$ cat src/rtl/ushift_pkg.sv
// Shared types for the universal shift register: command opcodes and FSM states.
// Used by univ_shift_reg and ushift_step (build option USHIFT_BARREL_EN lives in the top).
package ushift_pkg;

  typedef enum logic [2:0] {
    OP_NOP  = 3'd0,
    OP_LOAD = 3'd1,
    OP_SHL  = 3'd2,
    OP_SHR  = 3'd3,
    OP_ROL  = 3'd4,
    OP_ROR  = 3'd5,
    OP_ASR  = 3'd6,
    OP_CLR  = 3'd7
  } op_e;

  typedef enum logic {
    IDLE  = 1'b0,
    SHIFT = 1'b1
  } state_e;

  function automatic logic is_shift_op(op_e op);
    return (op != OP_NOP) && (op != OP_LOAD) && (op != OP_CLR);
  endfunction

endpackage

$ cat src/rtl/ushift_step.sv
// One-bit shift/rotate step: applies a single shift of the selected op to d.
// Non-shift opcodes pass d through unchanged with out_bit=0.
module ushift_step
  import ushift_pkg::*;
#(
  parameter int WIDTH = 8
) (
  input  op_e              op,
  input  logic             fill,
  input  logic [WIDTH-1:0] d,
  output logic [WIDTH-1:0] d_next,
  output logic             out_bit
);

  always_comb begin
    d_next  = d;
    out_bit = 1'b0;
    case (op)
      OP_SHL: begin
        d_next  = {d[WIDTH-2:0], fill};
        out_bit = d[WIDTH-1];
      end
      OP_SHR: begin
        d_next  = {fill, d[WIDTH-1:1]};
        out_bit = d[0];
      end
      OP_ROL: begin
        d_next  = {d[WIDTH-2:0], d[WIDTH-1]};
        out_bit = d[WIDTH-1];
      end
      OP_ROR: begin
        d_next  = {d[0], d[WIDTH-1:1]};
        out_bit = d[0];
      end
      OP_ASR: begin
        d_next  = {d[WIDTH-1], d[WIDTH-1:1]};
        out_bit = d[0];
      end
      default: begin
        d_next  = d;
        out_bit = 1'b0;
      end
    endcase
  end

endmodule

$ cat src/rtl/univ_shift_reg.sv
// Universal shift register with valid/ready command port; shifts iterate 1 bit/cycle.
// Define USHIFT_BARREL_EN to complete every shift in the accept edge instead.
module univ_shift_reg
  import ushift_pkg::*;
#(
  parameter  int WIDTH = 8,
  localparam int AMT_W = $clog2(WIDTH)
) (
  input  logic             clk,
  input  logic             reset,
  input  logic             cmd_valid,
  output logic             cmd_ready,
  input  logic [2:0]       cmd_op,
  input  logic [AMT_W-1:0] cmd_amt,
  input  logic [WIDTH-1:0] load_data,
  input  logic             ser_in,
  output logic [WIDTH-1:0] data_out,
  output logic             ser_out,
  output logic             busy,
  output logic             done,
  output logic             dbg_state
);

  // Handshake: a command is taken on a rising edge where cmd_valid && cmd_ready;
  // cmd_ready is low only while an iterative shift is running, and a command
  // presented then is dropped, not queued.

  state_e           state_q, state_d;
  logic [WIDTH-1:0] data_q, data_d;
  logic             ser_q, ser_d;
  logic             done_q, done_d;
  op_e              op_q, op_d;
  logic             fill_q, fill_d;
  logic [AMT_W-1:0] rem_q, rem_d;

  op_e              cmd_op_e;
  logic             accept;
  op_e              step_op;
  logic             step_fill;
  logic [WIDTH-1:0] step_d;
  logic             step_out;

  assign cmd_op_e  = op_e'(cmd_op);
  assign cmd_ready = (state_q == IDLE);
  assign accept    = cmd_valid && cmd_ready;

  // In IDLE the step sees the incoming command so the first bit lands on the accept edge.
  assign step_op   = (state_q == SHIFT) ? op_q   : cmd_op_e;
  assign step_fill = (state_q == SHIFT) ? fill_q : ser_in;

  ushift_step #(.WIDTH(WIDTH)) u_step (
    .op      (step_op),
    .fill    (step_fill),
    .d       (data_q),
    .d_next  (step_d),
    .out_bit (step_out)
  );

`ifdef USHIFT_BARREL_EN
  logic [WIDTH-1:0] chain_d   [WIDTH];
  logic             chain_out [WIDTH];

  assign chain_d[0]   = data_q;
  assign chain_out[0] = ser_q;

  // Tap k of the cascade holds the result of k single steps and the last bit out.
  for (genvar k = 1; k < WIDTH; k++) begin : g_chain
    ushift_step #(.WIDTH(WIDTH)) u_bstep (
      .op      (cmd_op_e),
      .fill    (ser_in),
      .d       (chain_d[k-1]),
      .d_next  (chain_d[k]),
      .out_bit (chain_out[k])
    );
  end
`endif

  always_ff @(posedge clk) begin
    if (reset) begin
      state_q <= IDLE;
      data_q  <= '0;
      ser_q   <= 1'b0;
      done_q  <= 1'b0;
      op_q    <= OP_NOP;
      fill_q  <= 1'b0;
      rem_q   <= '0;
    end else begin
      state_q <= state_d;
      data_q  <= data_d;
      ser_q   <= ser_d;
      done_q  <= done_d;
      op_q    <= op_d;
      fill_q  <= fill_d;
      rem_q   <= rem_d;
    end
  end

  always_comb begin
    state_d = state_q;
    data_d  = data_q;
    ser_d   = ser_q;
    done_d  = 1'b0;
    op_d    = op_q;
    fill_d  = fill_q;
    rem_d   = rem_q;
    case (state_q)
      IDLE: begin
        if (accept) begin
          op_d   = cmd_op_e;
          fill_d = ser_in;
          if (!is_shift_op(cmd_op_e)) begin
            done_d = 1'b1;
            if (cmd_op_e == OP_LOAD) data_d = load_data;
            if (cmd_op_e == OP_CLR)  data_d = '0;
          end else if (cmd_amt == '0) begin
            done_d = 1'b1;
          end else begin
`ifdef USHIFT_BARREL_EN
            data_d = chain_d[cmd_amt];
            ser_d  = chain_out[cmd_amt];
            done_d = 1'b1;
`else
            data_d = step_d;
            ser_d  = step_out;
            if (cmd_amt == AMT_W'(1)) begin
              done_d = 1'b1;
            end else begin
              state_d = SHIFT;
              rem_d   = cmd_amt - AMT_W'(1);
            end
`endif
          end
        end
      end
      SHIFT: begin
        data_d = step_d;
        ser_d  = step_out;
        rem_d  = rem_q - AMT_W'(1);
        if (rem_q == AMT_W'(1)) begin
          state_d = IDLE;
          done_d  = 1'b1;
        end
      end
      default: state_d = IDLE;
    endcase
  end

  assign data_out  = data_q;
  assign ser_out   = ser_q;
  assign busy      = (state_q == SHIFT);
  assign done      = done_q;
  assign dbg_state = state_q;

endmodule
$ cat config.mk
export PLATFORM = sky130hd
export DESIGN_NAME = univ_shift_reg
export DESIGN_NICKNAME = d
export VERILOG_FILES = /design/src/rtl/ushift_pkg.sv /design/src/rtl/ushift_step.sv /design/src/rtl/univ_shift_reg.sv
export SDC_FILE = /design/constraint.sdc
export NUM_CORES = 1
export LEC_CHECK = 0
export BUFFER_PORTS_ARGS = -buffer_cell sky130_fd_sc_hd__buf_2
export CAP_MARGIN = 40
export CORE_UTILIZATION = 55
export DETAILED_ROUTE_END_ITERATION = 7
export GPL_TIMING_DRIVEN = 0
export PLACE_DENSITY = 0.79
export SLEW_MARGIN = 30
export SYNTH_ARGS = -nofsm -noshare
export SYNTH_HDL_FRONTEND = slang
export SYNTH_HIERARCHICAL = 1
export SYNTH_SLANG_ARGS = --single-unit
$ cat constraint.sdc
create_clock -name clk -period 2.7 [get_ports clk]
set_input_delay 0.405 -clock clk [delete_from_list [all_inputs] [get_ports clk]]
set_output_delay 0.405 -clock clk [all_outputs]
set_load 0.05 [all_outputs]
After elaboration in Yosys (flattened, before gate mapping)
Index checks and enable logic that the tools add are counted.
{"block": "word_totals", "regBits": 18, "input_bits": 18, "out_inout_bits": 13, "elab_cells": 69}
{"block": "op_classes", "n_addsub": 2, "eq_ne": 17, "mux": 31, "bitwise": 1, "reduce_logical": 11}
{"op": "$mux 8", "count": 5}
{"op": "$pmux 8 s5", "count": 1}
{"op": "$pmux 8 s2", "count": 1}
{"op": "$mux 3", "count": 5}
{"op": "$mux 1", "count": 14}
{"op": "$eq 3x3->1 const B", "count": 4}
{"op": "$eq 3x1->1 const B", "count": 3}
{"op": "$pmux 1 s2", "count": 4}
{"op": "$eq 3x2->1 const B", "count": 2}
{"op": "$ne 3x3->1 const B", "count": 2}
{"op": "$pmux 3 s2", "count": 1}
{"op": "$reduce_and 3->1", "count": 2}
{"op": "$sub 3x1->3 const B", "count": 2}
{"op": "$ne 2x1->1 const B", "count": 2}
{"op": "$ne 2x2->1 const B", "count": 2}
{"op": "$ne 4x1->1 const B", "count": 1}
{"op": "$reduce_and 4->1", "count": 1}
{"op": "$logic_and 1x1->1", "count": 3}
{"op": "$logic_not 3->1", "count": 1}
{"op": "$ne 3x1->1 const B", "count": 1}
{"op": "$reduce_bool 3->1", "count": 1}
{"op": "$reduce_or 3->1", "count": 1}
{"op": "$reduce_and 2->1", "count": 1}
{"op": "$reduce_or 2->1", "count": 1}
{"op": "$not 1->1", "count": 1}

Depth between registers and ports, before layout
{"block": "depth", "ltp_word": 8, "mapped_depth": 11, "mapped_depth_nobuf": 7}

By module
The synthesis kept the hierarchy.
{"mod": "univ_shift_reg", "instances": 1, "cells_per_inst": 138, "area_each_um2": 1234.9, "seq_area_each_um2": 360.3}
{"mod": "ushift_step", "instances": 1, "cells_per_inst": 48, "area_each_um2": 362.8, "seq_area_each_um2": 0.0}

Least setup slack after synthesis
Ideal clock, no wire load.
{"block": "synth_path", "path_type": "register -> register", "from": "register state_q, in the netlist busy", "to": "register data_q[0], in the netlist data_out[0]", "setup_ns": 0.059, "arrival_ns": 2.667, "required_time_ns": 2.641, "slack_ns": -0.025, "path_stages_with_launch": 11, "path_buffers": 3, "period_less_slack_ns": 2.725, "cell_sequence": "dfxtp_1 -> buf_4 -> buf_2 -> mux2_2 -> buf_4 -> nor4bb_1 -> a21oi_1 -> o311ai_1 -> nand2_1 -> a2111oi_0 -> mux2_4"}
{"block": "synth_between", "elab_chain_len": 7, "word_cells_on_any_way": 18, "cone_classes": "eq/ne (8); mux (7); bitwise (1); reduce/logical (2)"}
{"item": "start, declared", "line_no": "univ_shift_reg.sv:28", "text": "state_e state_q, state_d;"}
{"item": "start signal, assigned", "line_no": "univ_shift_reg.sv:88", "text": "state_q <= state_d;"}
{"item": "$mux 3 (*)", "line_no": "univ_shift_reg.sv:48", "text": "assign step_op = (state_q == SHIFT) ? op_q : cmd_op_e;"}
{"item": "via step_op[2]", "line_no": "univ_shift_reg.sv:38", "text": "op_e step_op;"}
{"item": "$eq 3x3->1 or $eq 3x2->1 (tied branches)", "line_no": "ushift_step.sv:18", "text": "case (op)"}
{"item": "$pmux 8 s5 (*)", "line_no": "ushift_step.sv:18"}
{"item": "via step_d[0]", "line_no": "univ_shift_reg.sv:40", "text": "logic [WIDTH-1:0] step_d;"}
{"item": "$mux 8", "line_no": "univ_shift_reg.sv:115", "text": "end else if (cmd_amt == '0) begin"}
{"item": "$mux 8", "line_no": "univ_shift_reg.sv:111", "text": "if (!is_shift_op(cmd_op_e)) begin"}
{"item": "$mux 8", "line_no": "univ_shift_reg.sv:108", "text": "if (accept) begin"}
{"item": "$pmux 8 s2 (*)", "line_no": "univ_shift_reg.sv:106", "text": "case (state_q)"}
{"item": "end signal, assigned", "line_no": "univ_shift_reg.sv:89", "text": "data_q <= data_d;"}
{"item": "end, declared", "line_no": "univ_shift_reg.sv:29", "text": "logic [WIDTH-1:0] data_q, data_d;"}
The timed path passes the listed nets; every way through them passes the cells marked *. The select of a mux whose other input is x is not followed.
A chain may end at the register's enable or synchronous reset.

Worst setup path after layout
{"block": "layout_path", "from": "register state_q, in the netlist busy", "to": "register data_q[1], in the netlist data_out[1]"}
Same word-level chain as after synthesis.

==> flow_summary.ini <==
[outcome]
status = completed

[layout]
final_cell_mix = 32 x buf_2, 21 x nor2_1, 17 x dfxtp_1, 13 x nand2_1, 12 x mux2i_1
final_nets = 242
fin_cells = 249
fillers = 247
postLayoutCoreUtil_pct = 65.9
drive_gt1_share_pct = 32.1
diodes = 0
syn_to_final_growth_pct = 13.7
final_common_cell = buf_2
final_area_um2 = 1820

[yosys]
syn_inst = 186
synth_area_um2 = 1600
synth-edff-count = 0
ys_seq_area_share_pct = 22.6
synthDistinctLibCells = 50
synth_seq_cells = 18
ys.flop_type = dfxtp_1
yosys_warnings = 6
syn_area_per_cell_um2 = 8.59
async_flop_share_pct = 0
synth_fp_nets = 209

[timing]
clock-skew-final_ns = 0.00392
hold_slack_ns = 0.350
post-route-period-util_pct = 89.3
slew_viol_final = 0
rsz0062_at_grt = false
clock.fmax_ghz = 0.415
slew_headroom_pct = 69.4
finalSetupTns_ns = 0
setup_slack_ns = 0.288
finalSetupViolCount = 0
fin_crit_ns = 2.41
tightest_slew_ns = 0.457
hold_viol = 0

[placed_design]
dp_hpwl_mm = 2.89
postPlaceCellArea_um2 = 1780
post-place-cells = 246
place.gp.congestion = 0.793
portBuffers = 29
dp_slack_ns = 0.0194

[worst_hold_path]
hp-class = input pin to flip-flop
min_from = ser_in

[grt]
grt_first_pass_wirelength_mm = 6.57
grt_start_max_net_pins = 11
grt_usage_pct = 25.9
grt_pass1_vias = 1483
overflow = 0
antenna_found_initial = 0

[worst_setup_path]
worstSetupStartpoint = busy
cp.required_ns = 2.95
critPathLaunchType = flip-flop
timing.rr.start = busy
cp_num_buf_inv = 2
worstPathArrival_ns = 2.67
crit_slowest_cell = a2111oi_1
critPathKind = flip-flop to flip-flop
cp_top_family = compound AO/OA/AOI/OAI gates
cp_cell_sequence = buf_4 > mux2_2 > buf_6 > nor3_2 > a221o_1 > nand2_1 > a2111oi_1 > mux2_4
slowest_delay_ns = 0.45
cp_max_fo = 16
end_kind = flip-flop

[routing]
first_iter_violations = 64
drt_wl_total_mm = 3.89
num_vias = 1563
firstDrtPassIters = 4
drc_errors = 0
drtAntennaViolNets = 0
drt-wirelength-per-cell_um = 15.6
viasPerCell = 6.28

[pwr]
seqPwrFrac_pct = 36.7
fin_total_pwr_mw = 0.854
swShare_pct = 39.1
combPwrFrac_pct = 42.8
pwr-share-clk_pct = 20.5
switchingPower_mw = 0.334
vdd_drop_max_mv = 0.344
power.density_nw_per_um2 = 470
p_leak_nw = 0.786
intPower_mw = 0.520

[floorplan]
die_w_um = 55.9
io_pins = 31
coreArea_um2 = 2760
rows = 19
dieHeight_um = 55.9
start_util_pct = 57.9
die_area_um2 = 3120

[clock_network]
ctsHtreeMaxLevel = 1
numCtsBuffers = 3
cts_buffer_depth = 2
clock-root-buffer = clkbuf_4
cts_tree = yes
clock_sinks = 18
hold_buffers = 0
clk_latency_ns = 0.30
clk_pin_slew_worst_paths_ns = 0.11

[job]
max_cap_viol_count = 0
[final timing paths]
kind | endpoint | slack (ns) | depth (start not counted)
max | data_out[1] | 0.29 | 8
min | fill_q | 0.35 | 3
max reg2reg | data_out[1] | 0.29 | 8
min reg2reg | rem_q[1] | 0.47 | 2
[logic make-up after synthesis]
logic type / synth area share, %
buffers and inverters: 9.40
and+or+nand+nor: 24.2
adders and majority gates: 3.92
DFF: 22.6
AOI/OAI and AO/OA: 17.9
muxes: 20.0
xor gates and xnor gates: 2.11
[synthesized netlist by cell type (all sizes together) (2+ instances only)]
cell type | count | share of area, %
o211ai | 2 | 0.94
mux2i | 12 | 7.5
mux2 | 15 | 12
a221o | 5 | 3.1
nor2 | 22 | 5.3
o21ai | 4 | 1.5
nor4 | 8 | 3.1
a21oi | 5 | 1.6
nand3b | 2 | 1.2
nand2b | 2 | 0.78
nor3b | 2 | 1.3
inv | 9 | 2.1
buf | 12 | 5.7
or2 | 2 | 0.78
dfxtp | 18 | 23
xnor2 | 2 | 1.6
o2111ai | 2 | 1.1
nand3 | 6 | 1.9
clkbuf | 4 | 1.6
nand2 | 13 | 3.1
a2111oi | 8 | 4.4
ha | 5 | 3.9
nor2b | 10 | 3.9
[per-layer routing]
layer | GRT usage [%] | vias to the layer above | share of wire (%)
met4 | 10.8 | 0 | 1.0
met2 | 44.1 | 62 | 51
li1 | - | 741 | -
met5 | 0 | - | 0
met3 | 3.02 | 8 | 5.5
met1 | 33.2 | 752 | 43
[area by class of cell]
| type | count | area [µm²] | area share, % |
|---|---|---|---|
| well taps | 31 | 38.8 | 2.13 |
| plain buffers | 15 | 111 | 6.13 |
| flip-flops and latches | 18 | 362 | 19.9 |
| clock buffers | 4 | 36.3 | 2.00 |
| inverters | 9 | 33.8 | 1.86 |
| repair buffers | 29 | 145 | 7.99 |
| multi-input cells | 143 | 1090 | 60.0 |
[what timing repair did]
item,CTS,global route
setup endpoints to repair,0,3
buffers inserted,0,0
gates resized for setup,0,2
[state kept, by name (all words and copies together), names as in the netlist]
register,cells
busy,1
data_out,8
done,1
fill_q,1
op_q,3
rem_q,3
ser_out,1
[power groups by stage]
stage | clock, mW | sequential (mW) | combinational, mW
detailed placement | 0 | 0.319 | 0.361
global placement | 0 | 0.317 | 0.352
floorplan | 0 | 0.357 | 0.241
CTS | 0.176 | 0.313 | 0.363
global route | 0.185 | 0.317 | 0.395
finish | 0.175 | 0.313 | 0.366
[worst register-to-register path, delay by kind of cell, from the launching register on]
family,cells,cell delay (ns)
buffers and inverters,2,0.35
muxes,2,0.59
DFF,1,0.35
AOI/OAI and AO/OA,2,0.69
and+or+nand+nor,2,0.39
No activity file was read; power rests on OpenSTA's default activity.
